--- config.mk ---
export PLATFORM = sky130hd
export DESIGN_NAME = nfu3_coef_loader
export DESIGN_NICKNAME = d
export VERILOG_FILES = /design/src/rtl/nfu3_coef_loader_pkg.sv /design/src/rtl/nfu3_coef_loader.sv
export SDC_FILE = /design/constraint.sdc
export NUM_CORES = 1
export LEC_CHECK = 0
export BUFFER_PORTS_ARGS = -buffer_cell sky130_fd_sc_hd__buf_2
export CAP_MARGIN = 10
export CORE_MARGIN = 2
export CORE_UTILIZATION = 46
export CTS_BUF_LIST = sky130_fd_sc_hd__clkbuf_4
export DETAILED_ROUTE_END_ITERATION = 8
export PLACE_DENSITY = 0.76
export SKIP_LAST_GASP = 1
export SYNTH_ARGS = -nofsm -noshare
export SYNTH_HDL_FRONTEND = slang
export SYNTH_SLANG_ARGS = --single-unit
--- constraint.sdc ---
create_clock -name clk -period 3.12 [get_ports clk]
set_input_delay 0.156 -clock clk [delete_from_list [all_inputs] [get_ports clk]]
set_output_delay 0.156 -clock clk [all_outputs]
set_load 0.01 [all_outputs]
--- src/rtl/nfu3_coef_loader_pkg.sv ---
// Shared NFU-3 coefficient-loader definitions: default sizes, FSM state
// encodings and the layout of the packed {ai,bi} coefficient word.
package nfu3_coef_loader_pkg;

  // Default sizes: 16-bit ai/bi, 16 segments, 4-bit RAM address.
  localparam int N_DEF        = 16;
  localparam int NUM_SEG_DEF  = 16;
  localparam int SEG_BITS_DEF = 4;

  // Loader FSM states.
  typedef enum logic [1:0] {
    ST_IDLE = 2'd0,
    ST_LOAD = 2'd1,
    ST_DONE = 2'd2
  } state_e;

  // Field positions in the 2N-bit word: ai in the upper half, bi in the lower half.
  localparam int AI_LSB = N_DEF;
  localparam int AI_MSB = 2 * N_DEF - 1;
  localparam int BI_LSB = 0;
  localparam int BI_MSB = N_DEF - 1;

endpackage

--- src/rtl/nfu3_coef_loader.sv ---
// NFU-3 sigmoid coefficient table loader: takes NUM_SEG packed {ai,bi} words
// over valid/ready and writes them to the coefficient RAM at addresses
// 0..NUM_SEG-1, one entry per cycle, with busy/done/overrun status.
module nfu3_coef_loader
  import nfu3_coef_loader_pkg::*;
#(
  parameter int N        = N_DEF,
  parameter int NUM_SEG  = NUM_SEG_DEF,
  parameter int SEG_BITS = SEG_BITS_DEF
) (
  input  logic                clk,
  input  logic                rst,
  input  logic                i_start,
  input  logic                i_abort,
  input  logic [2*N-1:0]      i_data,
  input  logic                i_valid,
  output logic                o_ready,
  output logic [2*N-1:0]      o_coef,
  output logic [SEG_BITS-1:0] o_coef_addr,
  output logic                o_load_coef,
  output logic                o_busy,
  output logic                o_done,
  output logic                o_overrun
);

  // One extra counter bit so NUM_SEG == 2**SEG_BITS needs no special handling.
  localparam int CNT_W = SEG_BITS + 1;
  localparam logic [CNT_W-1:0] LAST_SEG = CNT_W'(NUM_SEG - 1);

  state_e              state_q, state_d;
  logic [CNT_W-1:0]    cnt_q, cnt_d;
  logic [2*N-1:0]      coef_q, coef_d;
  logic [SEG_BITS-1:0] addr_q, addr_d;
  logic                load_q, load_d;
  logic                done_q, done_d;
  logic                overrun_q, overrun_d;
  logic                accept;

  // Ready is the only combinational output; abort blocks the same-cycle word.
  assign o_ready = (state_q == ST_LOAD) && !i_abort;
  assign accept  = i_valid && o_ready;

  // Next-state, counter and registered-output computation.
  always_comb begin
    state_d   = state_q;
    cnt_d     = cnt_q;
    coef_d    = coef_q;
    addr_d    = addr_q;
    load_d    = 1'b0;
    done_d    = 1'b0;
    overrun_d = overrun_q;
    case (state_q)
      ST_IDLE: begin
        if (i_start) begin
          state_d   = ST_LOAD;
          cnt_d     = '0;
          overrun_d = 1'b0;
        end
      end
      ST_LOAD: begin
        if (i_start) begin
          overrun_d = 1'b1;
        end
        if (i_abort) begin
          state_d = ST_IDLE;
          cnt_d   = '0;
        end else if (accept) begin
          load_d = 1'b1;
          coef_d = i_data;
          addr_d = cnt_q[SEG_BITS-1:0];
          cnt_d  = cnt_q + 1'b1;
          if (cnt_q == LAST_SEG) begin
            // DONE coincides with the final write strobe.
            state_d = ST_DONE;
            done_d  = 1'b1;
            cnt_d   = '0;
          end
        end
      end
      ST_DONE: begin
        if (i_start) begin
          overrun_d = 1'b1;
        end
        state_d = ST_IDLE;
      end
      default: begin
        state_d = ST_IDLE;
        cnt_d   = '0;
      end
    endcase
  end

  // State and output registers; reset drops any in-flight write strobe at once.
  always_ff @(posedge clk or posedge rst) begin
    if (rst) begin
      state_q   <= ST_IDLE;
      cnt_q     <= '0;
      coef_q    <= '0;
      addr_q    <= '0;
      load_q    <= 1'b0;
      done_q    <= 1'b0;
      overrun_q <= 1'b0;
    end else begin
      state_q   <= state_d;
      cnt_q     <= cnt_d;
      coef_q    <= coef_d;
      addr_q    <= addr_d;
      load_q    <= load_d;
      done_q    <= done_d;
      overrun_q <= overrun_d;
    end
  end

  assign o_coef      = coef_q;
  assign o_coef_addr = addr_q;
  assign o_load_coef = load_q;
  assign o_done      = done_q;
  assign o_overrun   = overrun_q;
  assign o_busy      = (state_q != ST_IDLE);

endmodule

* Yosys cells after proc, flatten, opt, wreduce, memory -nomap -nowiden
Cells that the tools add are included.
** Storage, ports and cells
- Register bits :: 46
- Latch bits :: 0
- RAM bits :: 0
- ROM bits :: 0
- Bits of input ports :: 37
- Output and inout port bits :: 41
- Memories :: 0
** Operators by class
- Add/sub/neg operators :: 1
- Multipliers :: 0
- Divide/modulo/power cells :: 0
- Magnitude comparators :: 0
- Equality and inequality tests :: 7
- Shifts and indexed selects :: 0
- Multiplexer cells :: 20
- Bitwise operators :: 2
- Reductions and logical operators :: 11
** Operator list (number)
- 5-bit 2-to-1 mux :: 4
- 5-bit one-hot mux with 3 select lines :: 1
- 3-bit AND reduction :: 4
- 1-bit 2-to-1 mux :: 9
- 2-bit 2-to-1 mux :: 4
- 5-bit by 1-bit adder with 5-bit output, second input constant :: 1
- 5-bit by 4-bit == test with 1-bit output, second input constant :: 1
- 2-bit one-hot mux with 2 select lines :: 1
- 2-bit nonzero test :: 2
- 3-bit by 2-bit != test with 1-bit output, second input constant :: 1
- 3-bit != test, second input constant :: 1
- 2-bit by 1-bit == test with 1-bit output, second input constant :: 1
- 2-bit == test, second input constant :: 1
- 1-bit logical AND :: 2
- 2-bit zero test :: 1
- 2-bit by 1-bit != test with 1-bit output, second input constant :: 1
- 2-bit != test, second input constant :: 1
- 1-bit NOT :: 2
- 1-bit one-hot mux with 2 select lines :: 1
- 2-bit OR reduction :: 1
- 1-bit zero test :: 1

* Logic depth before layout (Yosys ltp)
Gate-level depths: netlist of run 1.
- Word-level depth :: 6
- Mapped depth :: 8
- Gate-level depth less buffers :: 6

* Worst setup path before layout of run 1
OpenSTA, ideal clock, no wires.
- Path kind :: register -> register
- Start :: register state_q[1]
- End :: register coef_q[0] (netlist: o_coef[0])
- Setup time :: 0.125 ns
- Data arrival time :: 1.457 ns
- Data required time :: 2.995 ns
- Slack :: 1.538 ns
- Cell stages (with the launch flop) :: 9
- Buffers on the path :: 2
- Period minus slack after synthesis :: 1.582 ns
- Cell sequence :: dfrtp_1 -> inv_1 -> ha_1 -> nand2b_4 -> buf_6 -> inv_6 -> nand2_4 -> buf_6 -> mux2_4
** Between the ends
- Longest elaborated chain between the ends :: 4
** RTL lines
- start, declared :: line nfu3_coef_loader.sv:30 : state_e state_q, state_d;
- start signal, assigned :: line nfu3_coef_loader.sv:104 : state_q <= state_d;
- 2-bit by 1-bit == test with 1-bit output :: line nfu3_coef_loader.sv:40 : assign o_ready = (state_q == ST_LOAD) && !i_abort;
- 1-bit logical AND :: line nfu3_coef_loader.sv:40
- named net o_ready :: line nfu3_coef_loader.sv:17 : output logic o_ready,
- 1-bit logical AND :: line nfu3_coef_loader.sv:41 : assign accept = i_valid && o_ready;
- 3-bit AND reduction (no line)
- end signal, assigned :: line nfu3_coef_loader.sv:106 : coef_q <= coef_d;
- end, declared :: line nfu3_coef_loader.sv:32 : logic [2*N-1:0] coef_q, coef_d;
The timed path passes the listed nets, and every way through them passes these cells.
A chain may end at the register's enable or synchronous reset.

* Worst setup path after layout of run 1
- Start :: register state_q[1]
- End :: register coef_q[9] (netlist: o_coef[9])
** Between the ends
- Longest elaborated chain between the ends :: 4
** RTL lines (line)
- 2-bit by 1-bit == test with 1-bit output * :: nfu3_coef_loader.sv:40, nfu3_coef_loader.sv:52
- 1-bit logical AND :: nfu3_coef_loader.sv:40
- 1-bit logical AND :: nfu3_coef_loader.sv:41
- 3-bit AND reduction (no line) *
Every way passes the cells marked *; elsewhere a longest branch is shown, timed or not.

==> metrics, run 1 <==
Ys Warns=0; unrepaired setup endpoints after global routing=false; Seq/Total Area, Yosys=57.3%; Yosys top cell by area=dfrtp_1; Peak VDD IR=430 µV; Synth Flop Type=dfrtp_1; Final min period=1890 ps; Fin. Hold Viols=0; pwr dens=910 nW/µm²; met2 routed WL=1840 µm; Final WS setup=1230 ps; Worst Path Required=3360 ps; largest family of logic cells by synthesized area=multiplexers; Post CTS Setup Buffer Count=0; met3 WL=157 µm; post-synthesis simple-gate area fraction=4.42%; H-tree Lvls=2; TritonRoute pass-1 iters=4; Initial Utilization=47.1%; vias in the first global route=1254; largest net degree at the start of global routing=47; Post-CTS Hold Buffers=0; via count=1244; Clock transition at path regs=120 ps; Async S/R FF share, synth=100%; Layout area overhead=24.3%; Max Cap Violations=0; Pleak=1.38 nW; Setup CP Type=reg -> reg; final setup fails=0; Iter 0 DRT Violations=41; compound-gate portion of the synthesized area=4.42%; CP Max Fanout=37; setup TNS=0 ps; Die H=70.1 µm; Setup WS pre-CTS=1230 ps; Synth area leaders=dfrtp_1, mux2_4, mux2_2, ha_1, buf_6; fill count=356; worst skew pair latency=340 ps; core area=4260 µm²; WL met1=1560 µm; Via density=4.84; PortBufs=77; Critical Path AT=2120 ps; post-synthesis register bit count=46; EDFF count, synth=0; xor/xnor cell area share of the yosys netlist=0%; maximum clock frequency=531 MHz; Final ANT Viol Nets=0; CTS resizes=0; Antenna diodes=0; Rows=24; Die ar.=4910 µm²; critical path endpoint category=flop; Max-Slew Margin vs Limit=38.3%; Num CTS Buffers=5; Max clock buf depth=2; Finished Core Util=58.5%; Top Metal Used=met4; crit start category=flop; total global-route track usage=15.7%; gpl congestion=0.731; I/O Pins=78; CTS root buf=clkbuf_4; area share of the largest cell type after synthesis=57.3%; Slew Limit Fails=0; Netlist cell types=26; gr ovfl total=0; layout cells sized above 1=63.4%; final worst path period share=60.4%; WL/cell=13.9 µm; Mapped Avg Cell Area=16.2 µm²; post-synthesis mux area share=26.9%; Post-Synth Adder-Cell Area=3.12%; initial antenna violation count=0; first-pass GRT wire length=6070 µm; Synth Cell Area=2010 µm²; worst min path class=in -> async; CTS sink cnt=46; status=finished, final reports clean; worst-margin pin slew=924 ps; Die W=70.1 µm; Net count, final=246; clk_skew=6.06 ps; Post-Route WL=3580 µm; Post-Syn Instances=124; CTS tree=yes; Synthesized Nets=166; drc violations=0; hpwl dp=2540 µm
worst max-delay path, cell delays in order, from the launching register on:
cell,delay (ps)
dfrtp_1,390
inv_1,80
ha_1,210
nand2b_4,160
inv_6,50
nand2_4,470
mux2_2,400
area by class of cell:
| type | instances | area, µm² | share of cell area (%) |
|---|---|---|---|
| Multi-Input combinational cell | 67 | 781 | 31.3 |
| Clock buffer | 7 | 52.6 | 2.11 |
| Sequential cell | 46 | 1150 | 46.1 |
| Tap cell | 52 | 65.1 | 2.61 |
| Timing Repair Buffer | 77 | 385 | 15.4 |
| Clock inverter | 1 | 30.0 | 1.20 |
| Inverter | 7 | 31.3 | 1.25 |
per-layer routing:
layer	vias up	global-route usage [%]
li1	594	-
met1	612	20.1
met2	36	25.7
met3	2	3.32
met4	0	7.05
met5	-	0
cells in the mapped netlist, drive strengths merged (2+ instances only):
cell    number
buf          4
a22o         2
a31oi        2
ha           5
inv          7
o21ai        2
mux2        38
nand2b       3
dfrtp       46
nand2        3
final timing paths:
| check | startpoint | to | slack (ps) | cells after the start |
|---|---|---|---|---|
| worst max-delay path | state_q[1]$_DFFE_PP0P_ | o_coef[9]$_DFFE_PP0P_ | 1230 | 6 |
| max in group asynchronous | rst | cnt_q[2]$_DFFE_PP0P_ | 2530 | 2 |
| worst min-delay path | rst | o_coef[20]$_DFFE_PP0P_ | 7 | 2 |
| worst min register to register | cnt_q[4]$_DFFE_PP0P_ | cnt_q[4]$_DFFE_PP0P_ | 490 | 1 |
| worst max register to register | state_q[1]$_DFFE_PP0P_ | o_coef[9]$_DFFE_PP0P_ | 1230 | 6 |
| min in group clk | i_data[7] | o_coef[7]$_DFFE_PP0P_ | 40 | 2 |
stage by stage:
stage	cell area (µm²)	hold WS [ps]	power, mW	std cells
after floorplan	2010	296	1.61	124
after detailed placement	2410	390	1.93	249
after CTS	2500	9.88	2.30	257
final	2500	6.83	2.27	257
after global routing	2500	2.62	2.43	257
after global placement	2410	388	1.91	249
layout by cell type (no fill, tap or decap):
cell type and count:
a21o_1 1, a21oi_1 1, a22o_1 2, a31oi_1 2, and3_1 1, and4b_2 1
buf_2 77, bufinv_16 1, clkbuf_4 7, dfrtp_1 46, ha_1 5, inv_1 5
inv_2 1, inv_6 1, mux2_2 8, mux2_4 30, nand2_1 2, nand2_4 1
nand2b_1 2, nand2b_4 1, nand3_1 1, nor2_1 1, nor3_2 1, nor3b_1 1
o211ai_2 1, o21a_1 1, o21ai_0 2, o31ai_1 1, o41ai_1 1
cells by family after synthesis:
| logic type | Yosys count |
|---|---|
| compound gates | 12 |
| fa+ha+maj | 5 |
| buf+inv | 11 |
| flops | 46 |
| mux | 38 |
| simple gates | 12 |
sequential cells by signal, indices dropped and copies added, names as in the netlist:
name         count
o_coef_addr      4
o_overrun        1
o_load_coef      1
o_coef          32
cnt_q            5
state_q          2
o_done           1
power breakdown:
part	internal, mW	switching [mW]	leakage, nW
sequential	0.843	0.141	0.567
clock	0.188	0.174	0.0463
combinational	0.532	0.393	0.772
Note: power is estimated with default switching activity, not from simulation.
==> run 2: changes to the inputs <==
--- a/config.mk
+++ b/config.mk
@@ -5,6 +5,7 @@
 export SDC_FILE = /design/constraint.sdc
 export NUM_CORES = 1
 export LEC_CHECK = 0
+export ABC_AREA = 1
 export BUFFER_PORTS_ARGS = -buffer_cell sky130_fd_sc_hd__buf_2
 export CAP_MARGIN = 10
 export CORE_MARGIN = 2
==> constraint.sdc (replaced) <==
create_clock -name clk -period 1.9 [get_ports clk]
set_input_delay 0.095 -clock clk [delete_from_list [all_inputs] [get_ports clk]]
set_output_delay 0.095 -clock clk [all_outputs]
set_load 0.01 [all_outputs]
==> run 2 against run 1 <==
Effect of this change: maximum frequency increased by 21%; die area decreased by 2.5%; clock-buffer cell count unchanged; worst setup slack worse by 890 ps; clock skew shrank 1.2 ps; flip-flop and latch count unchanged; critical path type unchanged; largest cell class unchanged; highest routed layer unchanged.
==> metrics, run 2 <==
Final WS setup=347 ps (-888 ps); WL met1=1930 µm (+24%); Net count, final=378 (+54%); Design Power=3.52 mW (+55%); Peak VDD IR=694 µV (+61%); first-pass GRT wire length=7350 µm (+21%); Iter 0 DRT Violations=85 (+110%); Max clock buf depth=2 (unchanged); Synth Cell Area=1960 µm² (-2.6%); Synth Flop Type=dfrtp_1; Mapped Avg Cell Area=8.85 µm² (-45%); core area=4060 µm² (-4.8%); H-tree Lvls=2 (unchanged); Clock transition at path regs=120 ps (about the same); Max Cap Violations=0 (unchanged); Async S/R FF share, synth=100% (unchanged); Rows=23 (-4.2%); Netlist cell types=15 (-42%); worst min path class=in -> reg; PortBufs=77 (unchanged); Die W=69.2 µm (-1.2%); pwr dens=1260 nW/µm² (+38%); most frequent cells in the layout=nand2_1, buf_2, dfrtp_1; gr ovfl total=0 (unchanged); largest net degree at the start of global routing=47 (unchanged); Synth area leaders=dfrtp_1, nand2_1, ha_1, inv_1, buf_6; total global-route track usage=19.1% (+3.4 points); Top Metal Used=met4; setup TNS=0 ps (unchanged); unrepaired setup endpoints after global routing=false; Synthesized Nets=263 (+58%); area share of the largest cell type after synthesis=58.9% (+1.5 points); CTS root buf=clkbuf_4; Pleak=1.61 nW (+16%); CP delay by family, top=buffers and inverters; layout cells sized above 1=29.1% (-34 points); Ys Warns=0 (unchanged); drc violations=0 (unchanged); worst skew pair latency=340 ps (about the same); Largest register FFs=32 (unchanged); status=finished, final reports clean; maximum clock frequency=644 MHz (+21%); WHS=124 ps (+117 ps); CP Max Fanout=19 (-49%); vias in the first global route=1637 (+31%); Worst path slowest cell=dfrtp_1; EDFF count, synth=0 (unchanged); via count=1754 (+41%); Setup WS pre-CTS=184 ps (-1050 ps); Final ANT Viol Nets=0 (unchanged); Via density=4.53 (-6.4%); Fin. Hold Viols=0 (unchanged); final setup fails=0 (unchanged); met2 routed WL=2330 µm (+26%); Setup CP Type=reg -> reg; Bufs and invs on worst path=4 (+2); Post-Syn Instances=221 (+78%); Max-Slew Margin vs Limit=73.9% (+36 points); clk_skew=4.89 ps (-1.17 ps); WL/cell=11.6 µm (-17%); Post-Route WL=4480 µm (+25%); CTS tree=yes; post-synthesis register bit count=46 (unchanged); Seq/Total Area, Yosys=58.9% (+1.5 points); Antenna diodes=0 (unchanged); fill count=337 (-5.3%); crit start category=flop; CTS sink cnt=46 (unchanged); I/O Pins=78 (unchanged); Critical Path AT=1840 ps (-280 ps); Commonest cells post-synth=nand2_1, dfrtp_1, inv_1, nand3_1; Finished Core Util=69.1% (+11 points); count leader, synth=nand2_1; multi-input logic area=673 µm² (-14%); worst-margin pin slew=391 ps (-533 ps); gpl congestion=0.816 (+11%); hpwl dp=2790 µm (+9.8%); cells along the critical path=inv_1, ha_1, inv_2, nor2_4, inv_2, nor2_8, buf_4, nand2_1, nand2_1; Register Area=1150 µm² (unchanged); Num CTS Buffers=5 (unchanged); initial antenna violation count=0 (unchanged); Yosys top cell by area=dfrtp_1; Final min period=1550 ps (-332 ps); TritonRoute pass-1 iters=4 (unchanged); Initial Utilization=48.2% (+1.1 points); most common cell after layout, fill and taps aside=nand2_1; Worst Path Required=2190 ps (-1170 ps); Die ar.=4790 µm² (-2.5%); Slew Limit Fails=0 (unchanged); final worst path period share=81.8% (+21 points); Layout area overhead=43.4%; critical path endpoint category=flop; met3 WL=208 µm (+32%); CP max stage delay=420 ps (-50 ps); Die H=69.2 µm (-1.2%)
[run 2: cell types whose count changed in the layout (fill, tap and decap cells not counted), sizes merged, moves of 4 or more]
cell / before / now
dlygate4sd3: 0 / 34
nor2: 1 / 6
mux2: 38 / 0
nand3: 1 / 7
inv: 7 / 17
nand2: 3 / 120
o21ai: 2 / 8
buf: 77 / 81
[run 2: final timing paths]
check | start | endpoint | slack (ps) | cells past startpoint
max | state_q[1]$_DFFE_PP0P_ | o_coef[20]$_DFFE_PP0P_ | 350 | 9
min | i_abort | cnt_q[3]$_DFFE_PP0P_ | 120 | 4
max reg2reg | state_q[1]$_DFFE_PP0P_ | o_coef[20]$_DFFE_PP0P_ | 350 | 9
min reg2reg | o_coef[14]$_DFFE_PP0P_ | o_coef[14]$_DFFE_PP0P_ | 480 | 2
max in group asynchronous | rst | cnt_q[1]$_DFFE_PP0P_ | 1370 | 4
min in group asynchronous | rst | o_coef[2]$_DFFE_PP0P_ | 330 | 4
[run 2: stage by stage]
step,cells,cell area [µm²]
floorplan,221,1960
global placement,345,2380
detailed placement,345,2380
CTS,387,2800
global route,387,2800
finish,387,2800
[run 2: timing repair]
action,4_1_cts,5_1_grt
setup buffers,0,0
resized for setup,0,2
hold endpoints to repair,79,0
hold buffers,34,0
endpoints found under the setup margin,0,1
[run 2: per-layer routing]
metal,up-vias,track usage [%]
met2,58,33.2
met3,2,5.09
li1,900,-
met1,794,24.1
met4,0,3.70
met5,-,0
[run 2: cell families (layout without fill, tap and decap cells)]
family,Yosys count,after routing,synth area share [%]
flip-flops,46,46,58.9
buffers and inverters,24,140,6.72
adder cells (fa/ha/maj),5,5,3.20
AO/OA/AOI/OAI,11,11,3.39
AND/OR/NAND/NOR,135,135,27.8
[run 2: worst reg2reg max path: stages, from the launching register on]
cell     delay (ps)
dfrtp_1         420
inv_1           110
ha_1            190
inv_2            50
nor2_4          140
inv_2            90
nor2_8          100
buf_4           230
nand2_1          90
nand2_1          80
[run 2: area by class of cell]
cell class	count	share of cell area [%]
clock buffer	7	1.87
clock inverter	1	1.07
inverter	17	2.37
multi-input combinational	151	24.0
sequential	46	41.1
tap	50	2.23
timing repair buffer	115	27.4
[run 2: power breakdown]
group	switching (mW)	leakage, nW	internal, mW	total (mW)
clock network	0.283	0.0463	0.308	0.591
registers	0.210	0.587	1.35	1.56
logic	0.794	0.977	0.576	1.37
==> run 3: changes to the inputs <==
==> constraint.sdc (replaced) <==
create_clock -name clk -period 1.6 [get_ports clk]
set_input_delay 0.08 -clock clk [delete_from_list [all_inputs] [get_ports clk]]
set_output_delay 0.08 -clock clk [all_outputs]
set_load 0.01 [all_outputs]
==> run 3 against run 2 <==
Effect of this change: sequential share of layout area fell by 0.86 points; critical path depth rose by 1; first-iteration DRC count rose by 44%; final cell count rose by 0.78%; critical path type unchanged; largest power group unchanged.
==> metrics, run 3 (synthesis gave the netlist of run 2 again) <==
Peak VDD IR=900 µV (+30%); Sw Ratio=36.8% (+0.23 points); Slew Limit Fails=0 (unchanged); CP delay by family, top=buffers and inverters; Pleak=1.63 nW (+1.5%); CTS root buf=clkbuf_4; pwr dens=1480 nW/µm² (+18%); worst skew pair latency=350 ps (about the same); Switch Pwr=1.56 mW (+21%); core area=4060 µm² (unchanged); worst min path class=in -> reg; clk_skew=3.37 ps (-1.52 ps); Max clock buf depth=2 (unchanged); CP dominant cell by count=inv_2; H-tree Lvls=2 (unchanged); Fin. Hold Viols=0 (unchanged); most common cell after layout, fill and taps aside=nand2_1; Initial Utilization=48.2% (unchanged); layout cells sized above 1=30.0% (+0.92 points); TritonRoute pass-1 iters=4 (unchanged); vias in the first global route=1800 (+10%); Final min period=1490 ps (-65.5 ps); Worst path slowest cell=dfrtp_1; Clock transition at path regs=120 ps (about the same); post-place instance area=2430 µm² (+2.2%); CTS sink cnt=46 (unchanged); Num CTS Buffers=5 (unchanged); CP Max Fanout=23 (+4); hold_sp=i_abort; gpl congestion=0.849 (+4.1%); CP max stage delay=400 ps (-20 ps); total global-route track usage=20.2% (+1.2 points); crit start category=flop; P_int=2.68 mW (+20%); Die ar.=4790 µm² (unchanged); via count=1785 (+1.8%); Post-Route WL=4550 µm (+1.5%); Net count, final=382 (+1.1%); first-pass GRT wire length=7870 µm (+7.0%); Layout area overhead=46.4%; Via density=4.58 (+0.98%); Worst Path Required=1860 ps (-330 ps); Reg2Reg Setup Slack=110 ps (-230 ps); setup TNS=0 ps (unchanged); final worst path period share=93.0% (+11 points); Logic pwr share=40.7% (+1.8 points); sequential share of power=43.6% (-0.7 points); final setup fails=0 (unchanged); critical path endpoint category=flop; gr ovfl total=0 (unchanged); Worst Hold Endpoint=state_q[1]$_DFFE_PP0P_; Rows=23 (unchanged); Max-Slew Margin vs Limit=68.8% (-5.1 points); Final Non-Filler Cells=390 (+0.78%); Critical Path AT=1740 ps (-100 ps); beginning of the worst register-to-register path=state_q[1]$_DFFE_PP0P_; Clk pwr share=15.7% (-1.1 points); largest net degree at the start of global routing=35 (-26%); most frequent cells in the layout=nand2_1, buf_2, dfrtp_1; Bufs and invs on worst path=5 (+1); Iter 0 DRT Violations=122 (+44%); Cells after DPL=347 (+0.58%); hpwl dp=2850 µm (+1.9%); CTS tree=yes; drc violations=0 (unchanged); worst r2r dst=o_coef[4]$_DFFE_PP0P_; Min-Delay Path Depth=4 (unchanged); cells along the critical path=inv_1, ha_2, inv_2, nor2_4, inv_2, nor2_8, inv_2, buf_12, nand2_1, nand2_1; worst-margin pin slew=467 ps (+75.3 ps); Final ANT Viol Nets=0 (unchanged); worst reg2reg path depth=10 (+1); Setup CP Type=reg -> reg; I/O Pins=78 (unchanged); WL/cell=11.7 µm (+0.71%); Antenna diodes=0 (unchanged); Design Power=4.23 mW (+20%); Die W=69.2 µm (unchanged); Max Cap Violations=0 (unchanged); initial antenna violation count=0 (unchanged); status=finished, final reports clean; maximum clock frequency=672 MHz (+4.4%); PortBufs=77 (unchanged); Largest register FFs=32 (unchanged); final instance area=2860 µm² (+2.1%); Die H=69.2 µm (unchanged)
[run 3: power groups by stage]
stage / combinational, mW / sequential, mW / clock, mW
floorplan: 0.736 / 2.05 / 0
global route: 1.94 / 1.91 / 0.734
global placement: 1.57 / 1.85 / 0
detailed placement: 1.62 / 1.86 / 0
CTS: 1.69 / 1.84 / 0.689
finish: 1.72 / 1.85 / 0.665
[run 3: what timing repair did]
action                                 in CTS  in global routing
gates resized for setup                     0                  2
setup buffers                               0                  2
endpoints found under the hold margin      54                  0
hold buffers                               34                  0
setup endpoints to repair                   0                 39
[run 3: final cells by class]
| type | instances | area, µm² |
|---|---|---|
| Sequential cell | 46 | 1150 |
| Timing Repair Buffer | 119 | 836 |
| Fill cell | 305 | 1190 |
| Multi-Input combinational cell | 151 | 679 |
| Clock buffer | 5 | 37.5 |
| Clock inverter | 2 | 33.8 |
| Inverter | 17 | 63.8 |
| Tap cell | 50 | 62.6 |
[run 3: worst max path at each step]
stage,from,endpoint,slack (ps),cells past startpoint
6_report,state_q[1]$_DFFE_PP0P_,o_coef[4]$_DFFE_PP0P_,110,10
5_1_grt,state_q[1]$_DFFE_PP0P_,o_coef_addr[0]$_DFFE_PP0P_,-10,10
3_5_place_dp,state_q[1]$_DFFE_PP0P_,o_coef[4]$_DFFE_PP0P_,100,10
2_1_floorplan,state_q[1]$_DFFE_PP0P_,o_coef_addr[2]$_DFFE_PP0P_,130,10
3_3_place_gp,state_q[1]$_DFFE_PP0P_,o_coef_addr[2]$_DFFE_PP0P_,160,10
4_1_cts,state_q[1]$_DFFE_PP0P_,o_coef[4]$_DFFE_PP0P_,80,10
[run 3: tightest hold or removal path, cell delays in order]
cell     delay (ps)
buf_2           120
nor2_4           50
inv_2            90
o21ai_0         110
[run 3: layer usage]
layer / wire length (µm) / vias to the layer above / part of all wire, % / GRT usage [%]
met5: 0 / - / 0 / 0
met1: 1860 / 811 / 41 / 24.2
met2: 2390 / 59 / 53 / 36.2
li1: - / 909 / - / -
met3: 245 / 6 / 5.4 / 5.23
met4: 45 / 0 / 0.99 / 5.23
[run 3: stage by stage]
| step | hold slack (ps) | utilization [%] | setup WS, ps |
|---|---|---|---|
| finish | 127 | 70.6 | 112 |
| global route | 157 | 70.6 | -14.6 |
| CTS | 99.6 | 70.1 | 80.1 |
| detailed placement | 127 | 59.9 | 96.7 |
| global placement | 125 | 59.9 | 162 |
| floorplan | 193 | - | 133 |
